`src/rtl/sram_cluster_input.sv`:
```
// Fabric-side front end for a cluster of four 8-bit SRAM banks (A..D).
// Accepts one byte/halfword/word request at a time, drives the banks for a
// single ACCESS cycle, then reports completion in RESP (or rejects in ERR).
//
// Ports:
//   clk, rst             rising-edge clock, synchronous active-high reset
//   req_valid/req_ready  request handshake (ready only in IDLE, not in reset)
//   req_we, req_size     1=write; size 00 byte, 01 halfword, 10 word, 11 illegal
//   req_addr             byte address: [1:0] lane offset, [ROW_W+1:2] bank row
//   d_fabric_in          write data, right-justified for byte/halfword
//   sram_addr            row address shared by all banks
//   csb_A..D, web        active-low bank selects and shared write enable
//   din_A..D             per-bank write data
//   csb_out_A..D         active-high lane-valid flags to the cluster output mux
//   rd_valid, wr_done, err  single-cycle completion/reject pulses
module sram_cluster_input #(
  parameter int unsigned ROW_W = 9
) (
  input  logic             clk,
  input  logic             rst,
  input  logic             req_valid,
  output logic             req_ready,
  input  logic             req_we,
  input  logic [1:0]       req_size,
  input  logic [ROW_W+1:0] req_addr,
  input  logic [31:0]      d_fabric_in,
  output logic [ROW_W-1:0] sram_addr,
  output logic             csb_A,
  output logic             csb_B,
  output logic             csb_C,
  output logic             csb_D,
  output logic             web,
  output logic [7:0]       din_A,
  output logic [7:0]       din_B,
  output logic [7:0]       din_C,
  output logic [7:0]       din_D,
  output logic             csb_out_A,
  output logic             csb_out_B,
  output logic             csb_out_C,
  output logic             csb_out_D,
  output logic             rd_valid,
  output logic             wr_done,
  output logic             err
);

  typedef enum logic [1:0] {IDLE, ACCESS, RESP, ERR} state_t;

  state_t           state_q, state_d;
  logic [3:0]       lanes_q, lanes_d;   // {A,B,C,D}
  logic             we_q, we_d;
  logic [3:0]       csb_q, csb_d;
  logic             web_q, web_d;
  logic [ROW_W-1:0] addr_q, addr_d;
  logic [31:0]      din_q, din_d;       // {A,B,C,D}
  logic [3:0]       cso_q, cso_d;
  logic             rdv_q, rdv_d;
  logic             wrd_q, wrd_d;
  logic             err_q, err_d;

  logic             req_legal;
  logic [3:0]       req_lanes;
  logic [31:0]      req_din;

  // Decode size/offset into lane mask and lane-aligned write data.
  always_comb begin
    req_legal = 1'b0;
    req_lanes = 4'b0000;
    req_din   = 32'h0;
    case (req_size)
      2'b00: begin
        req_legal = 1'b1;
        case (req_addr[1:0])
          2'd0:    begin req_lanes = 4'b1000; req_din = {d_fabric_in[7:0], 24'h0}; end
          2'd1:    begin req_lanes = 4'b0100; req_din = {8'h0, d_fabric_in[7:0], 16'h0}; end
          2'd2:    begin req_lanes = 4'b0010; req_din = {16'h0, d_fabric_in[7:0], 8'h0}; end
          default: begin req_lanes = 4'b0001; req_din = {24'h0, d_fabric_in[7:0]}; end
        endcase
      end
      2'b01: begin
        if (req_addr[1:0] == 2'd0) begin
          req_legal = 1'b1;
          req_lanes = 4'b1100;
          req_din   = {d_fabric_in[15:0], 16'h0};
        end else if (req_addr[1:0] == 2'd2) begin
          req_legal = 1'b1;
          req_lanes = 4'b0011;
          req_din   = {16'h0, d_fabric_in[15:0]};
        end
      end
      2'b10: begin
        if (req_addr[1:0] == 2'd0) begin
          req_legal = 1'b1;
          req_lanes = 4'b1111;
          req_din   = d_fabric_in;
        end
      end
      default: ;
    endcase
  end

  // Next state and next registered outputs; outputs are idle unless set below.
  always_comb begin
    state_d = state_q;
    lanes_d = lanes_q;
    we_d    = we_q;
    csb_d   = 4'b1111;
    web_d   = 1'b1;
    addr_d  = addr_q;
    din_d   = 32'h0;
    cso_d   = 4'b0000;
    rdv_d   = 1'b0;
    wrd_d   = 1'b0;
    err_d   = 1'b0;
    case (state_q)
      IDLE: begin
        if (req_valid) begin
          if (req_legal) begin
            state_d = ACCESS;
            lanes_d = req_lanes;
            we_d    = req_we;
            csb_d   = ~req_lanes;
            web_d   = ~req_we;
            addr_d  = req_addr[ROW_W+1:2];
            din_d   = req_din;
          end else begin
            state_d = ERR;
            err_d   = 1'b1;
          end
        end
      end
      ACCESS: begin
        state_d = RESP;
        cso_d   = we_q ? 4'b0000 : lanes_q;
        rdv_d   = ~we_q;
        wrd_d   = we_q;
      end
      RESP:    state_d = IDLE;
      ERR:     state_d = IDLE;
      default: state_d = IDLE;
    endcase
  end

  // State and output registers.
  always_ff @(posedge clk) begin
    if (rst) begin
      state_q <= IDLE;
      lanes_q <= 4'b0000;
      we_q    <= 1'b0;
      csb_q   <= 4'b1111;
      web_q   <= 1'b1;
      addr_q  <= '0;
      din_q   <= 32'h0;
      cso_q   <= 4'b0000;
      rdv_q   <= 1'b0;
      wrd_q   <= 1'b0;
      err_q   <= 1'b0;
    end else begin
      state_q <= state_d;
      lanes_q <= lanes_d;
      we_q    <= we_d;
      csb_q   <= csb_d;
      web_q   <= web_d;
      addr_q  <= addr_d;
      din_q   <= din_d;
      cso_q   <= cso_d;
      rdv_q   <= rdv_d;
      wrd_q   <= wrd_d;
      err_q   <= err_d;
    end
  end

  assign req_ready = (state_q == IDLE) && !rst;

  assign sram_addr = addr_q;
  assign {csb_A, csb_B, csb_C, csb_D} = csb_q;
  assign web = web_q;
  assign {din_A, din_B, din_C, din_D} = din_q;
  assign {csb_out_A, csb_out_B, csb_out_C, csb_out_D} = cso_q;
  assign rd_valid = rdv_q;
  assign wr_done  = wrd_q;
  assign err      = err_q;

endmodule

```
`config.mk`:
```
export PLATFORM = sky130hd
export DESIGN_NAME = sram_cluster_input
export DESIGN_NICKNAME = d
export VERILOG_FILES = /design/src/rtl/sram_cluster_input.sv
export SDC_FILE = /design/constraint.sdc
export NUM_CORES = 1
export LEC_CHECK = 0
export ABC_AREA = 1
export CORE_AREA = 2 2 80 82
export DETAILED_ROUTE_END_ITERATION = 6
export DIE_AREA = 0 0 82 84
export PLACE_DENSITY = 0.81
export SETUP_SLACK_MARGIN = 0.5
export SYNTH_ARGS = -nofsm -noshare
export SYNTH_HDL_FRONTEND = slang
export SYNTH_SLANG_ARGS = --single-unit
```
`constraint.sdc`:
```
create_clock -name clk -period 1.6 [get_ports clk]
set_input_delay 0.24 -clock clk [delete_from_list [all_inputs] [get_ports clk]]
set_output_delay 0.24 -clock clk [all_outputs]
set_load 0.02 [all_outputs]
```
======== Word-level counts from Yosys, hierarchy flattened ========
Cells that the tools add are included.
storage, ports and cells
  output and inout port bits .............. 54
  bits of input ports ..................... 49
  bits in registers ....................... 60
  ROM bits ................................ 0
  RAM bits ................................ 0
  memories ................................ 0
  word-level logic and storage cells ...... 55
  bits in latches ......................... 0
cells by class
  muxes and demuxes ....................... 18
  equality and inequality tests ........... 8
  divide/modulo/power cells ............... 0
  magnitude comparators ................... 0
  add/sub/neg operators ................... 0
  multiply operators ...................... 0
  reductions and logical operators ........ 11
  bitwise gates (word level) .............. 7
  shifts and indexed selects .............. 0
operator list
  cell                  count
  $pmux W32 S3          2
  $mux W32              2
  $pmux W4 S3           2
  $mux W16              1
  $eq A2 B2 Y1 const B  4
  $mux W4               2
  $eq A2 B1 Y1 const B  3
  $logic_not A2 Y1      3
  $mux W2               3
  $not A1 Y1            6
  $pmux W2 S3           1
  $reduce_or A3 Y1      2
  $mux W1               4
  $not A4 Y4            1
  $reduce_or A2 Y1      2
  $reduce_or A4 Y1      1
  $pmux W1 S3           1
  $reduce_and A3 Y1     1
  $ne A2 B2 Y1 const B  1
  $logic_and A1 B1 Y1   1
  $logic_not A1 Y1      1

======== Logic depth before layout (Yosys ltp) ========
Gate-level depths: netlist (run 1).
  depth after elaboration ................. 7
  depth in mapped cells ................... 9
  gate-level depth less buffers ........... 9

======== Worst setup path after synthesis (run 1) ========
OpenSTA, ideal clock, no wires.
  path kind ............................... register to register
  from .................................... register state_q[0]
  to ...................................... register csb_q[3]
  stages on the path, launching flop included .. 9
  library setup time ...................... 129 ps
  period minus slack after synthesis ...... 1196 ps
  arrival ................................. 1067 ps
  slack ................................... 404 ps
  required time ........................... 1471 ps
  path through ............................ dfxtp_1 -> inv_1 -> nand2_1 -> nor2_1 -> nand2_1 -> nor2_2 -> buf_4 -> buf_6 -> nand3_1
between the ends
  word-level cells in the longest chain between the ends .. 3
ends and longest elaborated chain
  element                     RTL line  RTL
  start, declared             48        state_t state_q, state_d;
  start signal, assigned      158       state_q <= state_d;
  $logic_not A2 Y1            114       case (state_q)
  $not A1 Y1 (no line)        --
  $reduce_or A4 Y1 (no line)  --
  end signal, assigned        161       csb_q <= csb_d;
  end, declared               51        logic [3:0] csb_q, csb_d;
No other way between the ends.
A chain may end at the register's enable or synchronous reset.

======== Final worst setup path (run 1) ========
  from .................................... input port req_valid
  to ...................................... register din_q[4]
between the ends
  word-level cells in the longest chain between the ends .. 2
ends and longest elaborated chain
  element                     RTL line  RTL
  start, declared             21        input logic req_valid,
  $not A1 Y1 (no line)        --
  $reduce_or A4 Y1 (no line)  --
  end signal, assigned        164       din_q <= din_d;
  end, declared               54        logic [31:0] din_q, din_d;
No other way between the ends.

==> results of run 1 <==
## through the flow
stage          TNS, ns  power [W]  cells  hold slack (ns)
2_1_floorplan        0    0.00180    360            0.309
3_3_place_gp     -4.13    0.00206    547            0.409
3_5_place_dp     -6.26    0.00207    547            0.408
4_1_cts              0    0.00332    570            0.417
5_1_grt              0    0.00348    573            0.445
6_report             0    0.00335    573            0.427
## placed cells by master, fill, tap and decap left out
cell type,count
o21ai_2,2
inv_2,9
o21ai_1,1
nand2_1,117
buf_2,48
clkinv_2,3
clkbuf_16,1
inv_1,57
nor2_4,7
dfxtp_1,57
nand2_2,5
nor3_2,1
buf_16,1
nand3_4,1
dfxtp_2,3
clkinvlp_4,1
nand2_4,5
o21ai_0,1
buf_6,4
nand3_1,33
nand3_2,4
nand4_1,2
clkbuf_8,12
dlygate4sd2_1,5
nor2_1,40
nor2_2,4
clkdlybuf4s50_1,43
buf_4,24
buf_12,3
buf_8,1
inv_4,1
## cell usage after synthesis, types with 2 or more instances
cell type  number
o21ai_2         2
inv_2           3
nor2_1         44
nor2_4          2
nand4_1         2
buf_6           2
inv_1          63
nor2_2          5
nand3_1        37
dfxtp_1        60
buf_2           6
nand2_1       126
## power by group
part	switching, W	internal (W)	total (W)
clock	0.000575	0.000680	0.00125
sequential	0.0000165	0.00154	0.00155
combinational	0.000287	0.000257	0.000544
total	0.000878	0.00247	0.00335
## path summary, 6_finish.rpt
check	end	slack (ns)
hold / removal	err$_SDFF_PP0_	0.43
setup reg to reg	din_q[4]$_SDFF_PP0_	0.32
hold reg to reg	err$_SDFF_PP0_	0.43
setup / recovery	din_q[4]$_SDFF_PP0_	0.32
## cell type report
class                      instances  area (µm²)
fill                             515        2230
sequential                        60        1200
timing repair buffer             130        1070
multi-input combinational        223        1050
inverter                          67         254
clock buffer                      12         165
tap                               77        96.3
clock inverter                     4        22.5
## per-layer routing
metal  GRT usage (%)  vias to the layer above  wire, µm
met2            36.7                      106      3920
met4            12.6                        0       328
met1            26.0                     1230      2970
met3            3.57                       28       484
met5               0                        -         0
li1                -                     1327         -
## repair_timing
| item | 4_1_cts | 5_1_grt |
|---|---|---|
| cloned | 3 | 1 |
| endpoints found under the setup margin | 111 | 62 |
| pin swaps | 7 | 9 |
| gates resized for setup | 243 | 24 |
| buffers inserted | 4 | 2 |
| hold buffers | 0 | 0 |
## state kept, by name (all words and copies together), names as in the netlist
register	count
we_q	1
din_q	32
lanes_q	4
web	1
state_q	2
wr_done	1
rd_valid	1
sram_addr	9
csb_q	4
cso_q	4
err	1
## kinds of logic after synthesis
logic type,Yosys count,synth area share (%)
buffers and inverters,77,12.9
AOI/OAI and AO/OA,4,1.12
DFF,60,48.9
and+or+nand+nor,219,37.1
==> summary.txt, run 1 <==
Detailed routing
  • Routed wire length: 7700 µm
  • WL/cell: approximately 13 µm
  • DRC: 0
  • DR vias: 2,691
  • Drt pass-1 iters: 5
  • Drt via density: 4.70
  • Initial detailed-routing violation count: 139
  • Detail Route Antenna Nets: 0

Placement
  • IO Port Bufs: 102
  • Post-Place Setup Slack: -0.220 ns
  • Placed Area: between 3000 and 4000 µm²
  • Post-DP HPWL: 5150 µm
  • GPL Wtd Cong: 0.892

Critical path
  • Worst path slowest cell: clkdlybuf4s50_1
  • WP data required: between 1.5 and 2 ns
  • CP most frequent cell: nor2_4
  • Worst-path cell chain: clkdlybuf4s50_1 -> inv_2 -> nor2_4 -> nand2_2 -> nor2_4 -> buf_12 -> buf_6 -> nand3_1 -> inv_1
  • Origin of the worst setup path: req_valid
  • CP arrival: 1.56 ns
  • Critical path endpoint category: flip-flop
  • Startpoint Class: input pin
  • Crit path depth: 9
  • Crit path buf inv count: 5
  • FF-to-FF path depth: 9
  • Worst R2R Start: state_q[0]$_SDFFE_PP0P_
  • Crit Path Class: input pin to flip-flop
  • Slowest stage delay, CP: 0.50 ns
  • Crit path max fanout: 6
  • Crit-path leading delay family: buffers and inverters

Final layout
  • Antenna diode count: 0
  • Area growth from synthesis to layout: 57.2%
  • Fin util: 63.4%
  • Layout cells sized above 1: approximately 28%
  • Net count, final: 540
  • Area of all placed cells without fillers: 3860 µm²

Clocking
  • Root buf cell: clkbuf_8
  • Clk buf depth: 2
  • CTS sink cnt: 60
  • CTS Buf Count: 9
  • H-tree depth: 3
  • Clk_lat worst skew: between 0.3 and 0.4 ns
  • Worst-path clk slew: 0.06 ns
  • CTS tree: yes

Min path
  • Class of the worst hold path: flip-flop to flip-flop
  • Hold path cells: 1
  • HP Start: state_q[0]$_SDFFE_PP0P_

Timing
  • RSZ-0062 raised after global routing: yes
  • Final Critical Period: around 1.3 ns
  • Setup ws final: 0.321 ns
  • Slew headroom: 74.4%
  • Tcrit/Tclk final: 79.9%
  • FMAX: 782 MHz
  • Fin. Hold Viols: 0
  • Slew Limit Fails: 0
  • Clock Skew: 0.00888 ns
  • Actual slew at the worst max-slew pin: 0.384 ns
  • Final setup fails: 0

Floorplan
  • Ports: 103
  • Die Ht: roughly 84 µm
  • Rows: 29
  • Die Width: around 82 µm
  • Core region area: 6100 µm²
  • Initial Utilization: 40.3%
  • Die area: slightly below 7000 µm²

GRT
  • Largest net degree at the start of global routing: 23
  • First-pass GRT wire length: 11,600 µm
  • GRT overflow: 0
  • Initial antenna violation count: 0
  • Total GRT Usage: 22.0%
  • Vias in the first global route: 2,512

Run
  • Max Cap Viol: 0

Synth
  • Yosys top cell area share: 48.9%
  • Synthesized flop and latch total: 60
  • Top_reg_cell synth: dfxtp_1
  • EDFF count, synth: 0
  • Post-Syn Area: approximately 2500 µm²
  • Dominant cells by area after synthesis: dfxtp_1 (49%), nand2_1 (19%), inv_1 (9.6%)
  • Yosys cell types: 20
  • Async SR Flop Fraction: 0%
  • Yosys warnings: 0
  • Cells after Synth: between 300 and 400
  • Post-synth net total: 409
  • Average cell area after synthesis: 6.83 µm²
  • Register area share after synthesis: 48.9%
  • Synth area leader: dfxtp_1

Run status
  • Status: finished, final reports clean

Power
  • Power per cell area: 867 nW/µm²
  • Leak Pwr: ~2.2 nW
  • Maximum VDD drop: 0.000568 V
(Power assumes the default switching activity.)
==> inputs of run 2 (changes only) <==
--- a/config.mk
+++ b/config.mk
@@ -6,10 +6,10 @@
 export NUM_CORES = 1
 export LEC_CHECK = 0
 export ABC_AREA = 1
-export CORE_AREA = 2 2 80 82
+export CORE_AREA = 2 2 84 86
 export DETAILED_ROUTE_END_ITERATION = 6
-export DIE_AREA = 0 0 82 84
-export PLACE_DENSITY = 0.81
+export DIE_AREA = 0 0 86 88
+export PLACE_DENSITY = 0.78
 export SETUP_SLACK_MARGIN = 0.5
 export SYNTH_ARGS = -nofsm -noshare
 export SYNTH_HDL_FRONTEND = slang
==> constraint.sdc (replaced) <==
create_clock -name clk -period 1.1 [get_ports clk]
set_input_delay 0.165 -clock clk [delete_from_list [all_inputs] [get_ports clk]]
set_output_delay 0.165 -clock clk [all_outputs]
set_load 0.02 [all_outputs]
==> summary.txt, run 2 (synthesized netlist as in run 1, its figures left out) <==
Placement
  • Post-DP HPWL: 5320 µm (+3.3%)
  • Inst Count DP: 563 (+2.9%)
  • IO Port Bufs: 102 (unchanged)
  • GPL Wtd Cong: 0.991 (+11%)

Final layout
  • Biggest register: din_q
  • Antenna diode count: 0 (unchanged)
  • Max reg flops: 32 (unchanged)
  • Layout cells sized above 1: 44.5% (+16 points)
  • Reg area: 1270 µm² (+5.4%)
  • Commonest non-fill, non-tap cell in the layout: nand2_1
  • Area of the multi-input gates: 1170 µm² (+11%)
  • Net count, final: 556 (+3.0%)
  • Fill cells: 523 (+1.6%)
  • Non-filler cells, final: 590 (+3.0%)
  • Commonest non-fill, non-tap cells in the layout: nand2_1 (108), buf_6 (60), dfxtp_2 (55)
  • Area growth from synthesis to layout: 85.0%

Timing
  • RSZ-0062 raised after global routing: yes
  • Fin. Hold Viols: 0 (unchanged)
  • FMAX: 819 MHz
  • Clock Skew: 0.0101 ns (+0.00123 ns)
  • Slew Limit Fails: 0 (unchanged)
  • Actual slew at the worst max-slew pin: 0.367 ns (-0.0174 ns)
  • Slew headroom: 75.3% (+0.90 points)
  • Tcrit/Tclk final: 111%
  • Final Critical Period: 1.22 ns
  • Setup ws final: -0.121 ns (-0.443 ns)
  • Final setup fails: 52 (+52)

Floorplan
  • Rows: 30 (+3.4%)
  • Ports: 103 (unchanged)
  • Die Width: 86 µm (+4.9%)
  • Core region area: 6640 µm² (+9.0%)
  • Die Ht: 88 µm (+4.8%)
  • Die area: 7570 µm² (+9.9%)
  • Initial Utilization: 37.0% (-3.3 points)

GRT
  • Gr busiest metal: met2
  • Global routing usage on met1: 22.6% (-3.4 points)
  • Total GRT Usage: 21.8% (-0.15 points)
  • Met3 Use GR: 8.20% (+4.6 points)
  • Vias in the first global route: 2,825 (+12%)
  • GR met2 Demand/Resource: 39.7% (+3.0 points)
  • First-pass GRT wire length: 12,700 µm (+9.9%)
  • Largest net degree at the start of global routing: 25 (+8.7%)
  • Initial antenna violation count: 0 (unchanged)
  • GRT overflow: 0 (unchanged)

Critical path
  • Crit path max fanout: 5 (-1)
  • Startpoint Class: input pin
  • WP data required: 1.32 ns (-0.56 ns)
  • Critical path endpoint category: flip-flop
  • CP arrival: 1.44 ns (-0.12 ns)
  • Setup slack, reg-to-reg: -0.11 ns (-0.43 ns)
  • Crit Path Class: input pin to flip-flop

Detailed routing
  • Detail Route Antenna Nets: 0 (unchanged)
  • Drt pass-1 iters: 5 (unchanged)
  • DR vias: 2,772 (+3.0%)
  • WL/cell: 13.6 µm (+1.2%)
  • Drt via density: 4.70 (about the same)
  • DRC: 0 (unchanged)
  • Initial detailed-routing violation count: 93 (-33%)
  • Routed wire length: 8030 µm (+4.2%)

Clocking
  • CTS sink cnt: 60 (unchanged)
  • CTS Buf Count: 9 (unchanged)
  • Worst-path clk slew: 0.06 ns (about the same)
  • Root buf cell: clkbuf_8
  • CTS tree: yes
  • Clk buf depth: 2 (unchanged)
  • Clk_lat worst skew: 0.35 ns (about the same)
  • H-tree depth: 3 (unchanged)

Run status
  • Violated checks: setup timing
  • Status: finished, violations left

Power
  • Clk network pwr share: 39.4% (+1.9 points)
  • Switching share of total power: 24.6% (-1.6 points)
  • Sequential fraction of design power: 43.1% (-3.2 points)
  • Maximum VDD drop: 0.000849 V (+49%)
  • Logic pwr share: 17.6% (+1.4 points)
  • Power per cell area: 1160 nW/µm² (+34%)
  • Pwr Total: 0.00528 W (+57%)
  • Leak Pwr: 2.48 nW (+14%)
  • Int Pwr: 0.00398 W (+61%)
  • Psw: 0.00130 W (+48%)

Run
  • Max Cap Viol: 0 (unchanged)

Min path
  • Class of the worst hold path: input pin to flip-flop
-- run 2: changes by cell type in the layout (fill, tap and decap cells not counted), sizes merged, moves of 2 or more --
cell,before,now
clkinv,3,0
buf,81,99
clkbuf,13,15
dlygate4sd2,5,1
-- run 2: final timing paths --
check	start	endpoint	cells after the start
max	req_valid	csb_q[2]$_SDFF_PP1_	8
min	req_size[0]	csb_q[3]$_SDFF_PP1_	4
max reg2reg	state_q[0]$_SDFFE_PP0P_	csb_q[2]$_SDFF_PP1_	8
min reg2reg	state_q[0]$_SDFFE_PP0P_	err$_SDFF_PP0_	1
-- run 2: metrics by stage --
step	worst slack, ns	utilization (%)	instance area (µm²)	setup TNS [ns]	hold slack, ns
finish	-0.121	68.4	4550	-4.43	0.317
global route	-0.198	68.4	4550	-8.53	0.336
CTS	-0.122	66.4	4410	-3.64	0.333
detailed placement	-0.601	57.8	3840	-28.89	0.401
global placement	-0.529	57.8	3840	-26.31	0.399
floorplan	-0.0102	-	2510	-0.0102	0.234
-- run 2: repair_timing --
action	CTS	global route
hold buffers	0	0
resized for setup	421	39
setup buffers	6	1
pin swaps	8	11
gates cloned	4	2
setup endpoints to repair	114	114
-- run 2: power by group through the flow --
| stage | Clock [W] | Combinational, W | Sequential (W) |
|---|---|---|---|
| finish | 0.00208 | 0.000928 | 0.00227 |
| global route | 0.00221 | 0.00100 | 0.00227 |
| CTS | 0.00212 | 0.000871 | 0.00227 |
| detailed placement | 0 | 0.000778 | 0.00230 |
| global placement | 0 | 0.000764 | 0.00230 |
| floorplan | 0 | 0.000283 | 0.00235 |
-- run 2: layout make-up --
cell class / instances / area share [%]
well taps: 80 / 2.20
flip-flops and latches: 60 / 27.9
inverters: 67 / 5.59
multi-input cells: 224 / 25.8
repair buffers: 145 / 33.9
clock inverters: 1 / 0.660
clock buffers: 13 / 3.94
-- run 2: critical path: stages --
cell,delay (ns)
clkdlybuf4s50_1,0.52
inv_1,0.09
nor2_4,0.12
nand2_2,0.08
nor2_4,0.13
buf_12,0.14
clkbuf_16,0.16
nand2_2,0.04
-- run 2: routing by layer --
metal / wire length, µm / part of all wire [%] / vias up
met5: 0 / 0 / -
met4: 178 / 2.2 / 0
met3: 783 / 9.8 / 19
met2: 4140 / 52 / 127
met1: 2930 / 36 / 1265
li1: - / - / 1361
==> inputs of run 3 (changes only) <==
--- a/config.mk
+++ b/config.mk
@@ -11,6 +11,7 @@
 export DIE_AREA = 0 0 86 88
 export PLACE_DENSITY = 0.78
 export SETUP_SLACK_MARGIN = 0.5
+export SLEW_MARGIN = 20
 export SYNTH_ARGS = -nofsm -noshare
 export SYNTH_HDL_FRONTEND = slang
 export SYNTH_SLANG_ARGS = --single-unit
==> results of run 3 <==
Final layout, timing and power as in run 2 (identical DEF).
